## src/rtl/mat_vec_mul_ctrl.sv

```systemverilog
// mat_vec_mul_ctrl: streams an N x N row-major matrix and an N-vector out of a
// dual-read-port RAM and writes y = A*x back into it.
// Optional feature macro: MAT_VEC_MUL_SAT_EN (saturating products and sums
// instead of modulo-2^32 arithmetic).
module mat_vec_mul_ctrl #(
    parameter int unsigned N      = 3,
    parameter int unsigned AW     = 5,
    parameter int unsigned A_BASE = 0,
    parameter int unsigned X_BASE = 9,
    parameter int unsigned Y_BASE = 12
) (
    input  logic          clk,
    input  logic          rst,
    output logic [AW-1:0] raddr_0,
    input  logic [31:0]   rdata_0,
    output logic [AW-1:0] raddr_1,
    input  logic [31:0]   rdata_1,
    output logic [AW-1:0] waddr_0,
    output logic [31:0]   wdata_0,
    output logic          wen_0,
    output logic          valid
);

    localparam int unsigned NN = N * N;
    localparam int unsigned EW = (NN > 1) ? $clog2(NN) : 1;
    localparam int unsigned CW = (N > 1) ? $clog2(N) : 1;

    typedef enum logic [2:0] {
        S_RUN,
        S_DRAIN,
        S_SETTLE0,
        S_SETTLE1,
        S_DONE
    } state_t;

    state_t          state_q, state_d;
    logic [EW-1:0]   e_q, e_d;
    logic [CW-1:0]   col_q, col_d, row_q, row_d;
    logic            dv_q, dv_d;
    logic [CW-1:0]   dcol_q, dcol_d, drow_q, drow_d;
    logic [31:0]     acc_q, acc_d;
    logic [AW-1:0]   raddr_0_d, raddr_1_d, waddr_0_d;
    logic [31:0]     wdata_0_d;
    logic            wen_0_d, valid_d;
    logic [31:0]     prod_v, sum_v, beat_v;

    // Product of the current read beat and the running sum it extends
`ifdef MAT_VEC_MUL_SAT_EN
    logic [63:0] prod_full;
    logic [32:0] sum_full;
    always_comb begin
        prod_full = 64'(rdata_0) * 64'(rdata_1);
        prod_v    = (|prod_full[63:32]) ? 32'hFFFF_FFFF : prod_full[31:0];
        sum_full  = 33'(acc_q) + 33'(prod_v);
        sum_v     = sum_full[32] ? 32'hFFFF_FFFF : sum_full[31:0];
        beat_v    = (dcol_q == '0) ? prod_v : sum_v;
    end
`else
    always_comb begin
        prod_v = rdata_0 * rdata_1;
        sum_v  = acc_q + prod_v;
        beat_v = (dcol_q == '0) ? prod_v : sum_v;
    end
`endif

    // Next-state and registered-output logic
    always_comb begin
        state_d   = state_q;
        e_d       = e_q;
        col_d     = col_q;
        row_d     = row_q;
        dv_d      = 1'b0;
        dcol_d    = dcol_q;
        drow_d    = drow_q;
        acc_d     = acc_q;
        raddr_0_d = raddr_0;
        raddr_1_d = raddr_1;
        waddr_0_d = waddr_0;
        wdata_0_d = wdata_0;
        wen_0_d   = 1'b0;
        valid_d   = valid;

        // Data beat: read data of the element issued one cycle earlier
        if (dv_q) begin
            acc_d = beat_v;
            if (dcol_q == CW'(N - 1)) begin
                wen_0_d   = 1'b1;
                waddr_0_d = AW'(Y_BASE) + AW'(drow_q);
                wdata_0_d = beat_v;
            end
        end

        case (state_q)
            S_RUN: begin
                dv_d   = 1'b1;
                dcol_d = col_q;
                drow_d = row_q;
                if (e_q == EW'(NN - 1)) begin
                    state_d = S_DRAIN;
                end else begin
                    e_d = e_q + EW'(1);
                    if (col_q == CW'(N - 1)) begin
                        col_d = '0;
                        row_d = row_q + CW'(1);
                    end else begin
                        col_d = col_q + CW'(1);
                    end
                    raddr_0_d = AW'(A_BASE) + AW'(e_d);
                    raddr_1_d = AW'(X_BASE) + AW'(col_d);
                end
            end
            S_DRAIN:   state_d = S_SETTLE0;
            S_SETTLE0: state_d = S_SETTLE1;
            S_SETTLE1: begin
                state_d = S_DONE;
                valid_d = 1'b1;
            end
            S_DONE:    state_d = S_DONE;
            default:   state_d = S_RUN;
        endcase
    end

    // State and output registers; reset presents element 0's addresses
    always_ff @(posedge clk or negedge rst) begin
        if (!rst) begin
            state_q <= S_RUN;
            e_q     <= '0;
            col_q   <= '0;
            row_q   <= '0;
            dv_q    <= 1'b0;
            dcol_q  <= '0;
            drow_q  <= '0;
            acc_q   <= '0;
            raddr_0 <= AW'(A_BASE);
            raddr_1 <= AW'(X_BASE);
            waddr_0 <= '0;
            wdata_0 <= '0;
            wen_0   <= 1'b0;
            valid   <= 1'b0;
        end else begin
            state_q <= state_d;
            e_q     <= e_d;
            col_q   <= col_d;
            row_q   <= row_d;
            dv_q    <= dv_d;
            dcol_q  <= dcol_d;
            drow_q  <= drow_d;
            acc_q   <= acc_d;
            raddr_0 <= raddr_0_d;
            raddr_1 <= raddr_1_d;
            waddr_0 <= waddr_0_d;
            wdata_0 <= wdata_0_d;
            wen_0   <= wen_0_d;
            valid   <= valid_d;
        end
    end

endmodule
```

## config.mk

```make
export PLATFORM = sky130hd
export DESIGN_NAME = mat_vec_mul_ctrl
export DESIGN_NICKNAME = d
export VERILOG_FILES = /design/src/rtl/mat_vec_mul_ctrl.sv
export SDC_FILE = /design/constraint.sdc
export NUM_CORES = 1
export LEC_CHECK = 0
export CORE_ASPECT_RATIO = 0.5
export CORE_MARGIN = 2
export CORE_UTILIZATION = 64
export DETAILED_ROUTE_END_ITERATION = 10
export PLACE_DENSITY = 0.93
export SLEW_MARGIN = 20
export SYNTH_ARGS = -nofsm -noshare
export SYNTH_HDL_FRONTEND = slang
export SYNTH_SLANG_ARGS = --single-unit
```

## constraint.sdc

```tcl
create_clock -name clk -period 4.4 [get_ports clk]
set_clock_uncertainty 0.2 [all_clocks]
set_input_delay 0.66 -clock clk [delete_from_list [all_inputs] [get_ports clk]]
set_output_delay 0.66 -clock clk [all_outputs]
set_load 0.05 [all_outputs]
```

==> run_results.csv, run 1 <==
group,metric,value,unit
floorplan,dieHeight,132,um
clocking,htreeDepth,3,
placed_design,place.gp.congestion,1.00,
clocking,cts_buffers,9,
synth,yosysSeqAreaShare,0.106,
run_status,status,"stopped before the end",
synth,synth.most_common_cell,"inv_1",
timing,postGrtWorstEndpoint,"acc_q[31]$_DFFE_PN0P_/D",
synth,ys.flop_type,"dfrtp_1",
synth,yosysUniqueCellTypes,64,
floorplan,die_w,259,um
synth,synth_cells,2310,
placed_design,numPortBuffers,110,
floorplan,num_rows,46,
grt,grt_overflow,277,
synth,yosysTopAreaCell,"fa_1",
clocking,cts_root_buf,"clkbuf_16",
synth,syn_area,20800,um2
grt,grtUsageTotal,0.844,
synth,synthTopCellsByCount,"415 x inv_1, 409 x fa_1, 344 x nand2_1, 281 x and2_1, 159 x ha_1",
synth,synth-edff-count,0,
synth,yosys-top-cells-area,"fa_1 39%, dfrtp_1 10%, ha_1 9.5%",
placed_design,post-place-cells,3068,
floorplan,io-pin-count,115,
synth,synth_area_per_cell,9.03,um2
synth,async_flop_share,1.00,
synth,netlist.area_leader.share,0.393,
clocking,clock_sinks,88,
clocking,clockBufferDepth,2,
timing,worst-ep-kind,"register data pin",
grt,grt_max_degree,69,
run_status,tool.error,"[ERROR GRT-0232] Routing congestion too high. Check the congestion heatmap in the GUI.",
synth,synth_seq_cells,88,
placed_design,hpwl,56.3,mm
synth,yosysWarnings,0,
run_status,lastStage,"global routing (5_1_grt)",
clocking,cts_hold_buf,0,
floorplan,start_util,0.654,
## stage by stage
| stage | setup slack (ns) | TNS (ns) | area [um2] |
|---|---|---|---|
| after floorplan | -4.60 | -161.16 | 21200 |
| after global placement | -5.41 | -223.07 | 25000 |
| after detailed placement | -5.71 | -235.29 | 25000 |
| after CTS | -4.60 | -185.64 | 27200 |
## what timing repair did
action	CTS
endpoints found under the hold margin	0
resized for setup	388
pin swaps	193
setup buffers	96
setup endpoints to repair	57
cloned	1
## metal layers
layer / global-route usage / overflow
met5: 0.482 / 0
met4: 0.852 / 110
met3: 0.765 / 7
met2: 0.946 / 153
met1: 0.837 / 7
## logic make-up after synthesis
logic type,count (synthesis),share of synthesized area
other,2,0.000360
XOR/XNOR,117,0.0498
AND/OR/NAND/NOR,750,0.177
flip-flops,88,0.106
adder cells (fa/ha/maj),568,0.488
AO/OA/AOI/OAI,234,0.0713
buffers and inverters,529,0.0962
multiplexers,22,0.0115
==> inputs of run 2 (changes only) <==
--- a/config.mk
+++ b/config.mk
@@ -5,11 +5,10 @@
 export SDC_FILE = /design/constraint.sdc
 export NUM_CORES = 1
 export LEC_CHECK = 0
-export CORE_ASPECT_RATIO = 0.5
 export CORE_MARGIN = 2
-export CORE_UTILIZATION = 64
+export CORE_UTILIZATION = 40
 export DETAILED_ROUTE_END_ITERATION = 10
-export PLACE_DENSITY = 0.93
+export PLACE_DENSITY_LB_ADDON = 0.15
 export SLEW_MARGIN = 20
 export SYNTH_ARGS = -nofsm -noshare
 export SYNTH_HDL_FRONTEND = slang
==> run 2 against run 1 <==
- synthesized cell count stayed put
- synthesized area stayed put
- the flow now finishes, with violations (negative setup slack)
==> run_results.csv, run 2 <==
group,metric,value,unit
clocking,htreeDepth,3,
worst_setup_path,crit_top_cell,"fa_1",
placed_design,hpwl,51.5,mm
synth,syn_area,20800,um2
placed_design,place.gp.congestion,0.884,
detailed_routing,wl_per_cell,18.6,um
worst_setup_path,crit_required,4.41,ns
placed_design,numPortBuffers,110,
timing,fmax,0.110,GHz
synth,yosysUniqueCellTypes,64,
synth,synthTopCellsByCount,"415 x inv_1, 409 x fa_1, 344 x nand2_1, 281 x and2_1, 159 x ha_1",
detailed_routing,drtIter0Drc,900,
synth,synth_cells,2310,
cells_and_area,final_cell_mix,"388 x inv_1, 383 x fa_1, 334 x nand2_1",
floorplan,die_w,232,um
min_path,min_path_type,"input pin to async pin",
detailed_routing,antenna_left,0,
grt,grtUsageTotal,0.248,
detailed_routing,drc_errors,0,
cells_and_area,reg.largest.list,"acc_q x32, wdata_0 x32, e_q x4",
detailed_routing,drtPass1Iterations,5,
synth,yosysSeqAreaShare,0.106,
grt,grt_pass1_vias,18684,
cells_and_area,nNetsFinal,3377,
synth,yosysWarnings,0,
synth,synth_compound_area_frac,0.0713,
synth,yosys-top-cells-area,"fa_1 39%, dfrtp_1 10%, ha_1 9.5%",
worst_setup_path,start_kind,"input pin",
floorplan,dieHeight,232,um
timing,hold_viol_final,0,
synth,synth_area_per_cell,9.03,um2
clocking,cts_hold_buf,0,
worst_setup_path,reg2reg_depth,13,
clocking,clock_sinks,88,
worst_setup_path,worstSetupEndpointType,"flip-flop",
synth,synth_simple_gate_area_frac,0.177,
floorplan,start_util,0.406,
cells_and_area,post-route-util,0.543,
synth,ys.flop_type,"dfrtp_1",
worst_setup_path,cpMaxStageDelayCell,"fa_1",
detailed_routing,vias,17019,
flow_run,max-cap-violations,0,
floorplan,dieArea,54000,um2
synth,synth_seq_cells,88,
cells_and_area,fin_cells,3428,
timing,relSlewSlack,0.352,
cells_and_area,drive_above_1_share,0.274,
cells_and_area,syn_to_final_growth,34.0,%
clocking,clkTransAtPathRegs,0.06,ns
worst_setup_path,cp_max_fo,5,
synth,synth.most_common_cell,"inv_1",
floorplan,io-pin-count,115,
clocking,clockBufferDepth,2,
timing,post-route-period-util,2.06,
clocking,cts_root_buf,"clkbuf_16",
synth,synth_top_family_by_area,"adder cells",
synth,synthAdderAreaFrac,0.488,
placed_design,post-place-ws,-5.38,ns
floorplan,core,51400,um2
worst_setup_path,worstSetupPathType,"input pin to flip-flop",
floorplan,num_rows,83,
timing,setup_slack,-4.68,ns
run_status,status,"finished, violations left",
cells_and_area,multiInputGateArea,18300,um2
grt,antenna_found_initial,0,
timing,rsz0062_at_grt,"true",
synth,async_flop_share,1.00,
synth,synth_xor_area_frac,0.0498,
grt,grt_overflow,0,
timing,worst_pin_slew,0.971,ns
timing,drv_slew,0,
placed_design,dpl_cell_area,25200,um2
synth,yosysTopAreaCell,"fa_1",
grt,grt_max_degree,71,
detailed_routing,wirelength,63.8,mm
cells_and_area,seq_area,2200,um2
synth,synth-edff-count,0,
placed_design,post-place-cells,3320,
run_status,violations,"negative setup slack",
clocking,cts_buffers,9,
detailed_routing,viasPerCell,4.96,
timing,finalSetupViolCount,56,
cells_and_area,fillCellCount,4678,
timing,period_minus_slack,9.08,ns
worst_setup_path,slowest_delay,0.54,ns
cells_and_area,final_area,27900,um2
cells_and_area,final_common_cell,"inv_1",
clocking,cts_tree,"yes",
grt,grt_pass1_wl,104,mm
synth,netlist.area_leader.share,0.393,
clocking,clk_latency,0.35,ns
synth,muxShareOfSynthArea,0.0115,
worst_setup_path,worstPathArrival,9.10,ns
run 2: cell counts after synthesis:
No cell type changed its count.
run 2: what timing repair did:
item | 4_1_cts | 5_1_grt
endpoints found under the setup margin | 58 | 58
resized for setup | 354 | 133
gates cloned | 4 | 0
buffers inserted | 64 | 37
pin swaps | 174 | 129
run 2: cell type report:
| class | instances | area share |
|---|---|---|
| multi-input cells | 1695 | 0.654 |
| repair buffers | 534 | 0.170 |
| flip-flops and latches | 88 | 0.0789 |
| inverters | 415 | 0.0558 |
| well taps | 680 | 0.0305 |
| clock buffers | 10 | 0.00820 |
| clock inverters | 5 | 0.00206 |
| diodes | 1 | 0.0000896 |
run 2: stage by stage:
step                      hold WS (ns)  TNS [ns]
final                            0.239   -186.80
after global placement           0.259   -227.41
after CTS                        0.274   -184.40
after floorplan                  0.164   -161.16
after detailed placement         0.257   -228.71
after global routing             0.293   -201.83
run 2: critical path, delay by kind of cell:
kind / cells / cell delay, ns
fa+ha+maj: 10 / 4.56
compound gates: 11 / 1.91
simple gates: 4 / 0.90
buf+inv: 8 / 0.68
xor+xnor: 2 / 0.37
run 2: kinds of logic after synthesis:
logic type,after synthesis
AOI/OAI and AO/OA,234
other,2
adders and majority gates,568
muxes,22
xor gates and xnor gates,117
buffers and inverters,529
DFF,88
and+or+nand+nor,750
run 2: worst paths after layout:
path,slack (ns),endpoint,start
setup / recovery,-4.68,wdata_0[30]$_DFFE_PN0P_,rdata_1[2]
hold / removal,0.24,state_q[1]$_DFFE_PN0N_,rst
setup reg to reg,0.80,acc_q[31]$_DFFE_PN0P_,acc_q[14]$_DFFE_PN0P_
hold reg to reg,0.27,valid$_DFFE_PN0N_,valid$_DFFE_PN0N_
max in group asynchronous,2.90,acc_q[1]$_DFFE_PN0P_,rst
min in group clk,0.27,valid$_DFFE_PN0N_,valid$_DFFE_PN0N_
run 2: layer usage:
layer	track usage	vias up	routed length (um)
met1	0.360	8674	29700
met4	0.0495	0	1540
met2	0.404	429	29700
met5	0	-	0
li1	-	7842	-
met3	0.0241	74	2850
Power of run 2 is left out: the tool's default activity adds up to more than one toggle a clock period on the data nets, which glitch-free logic cannot reach.
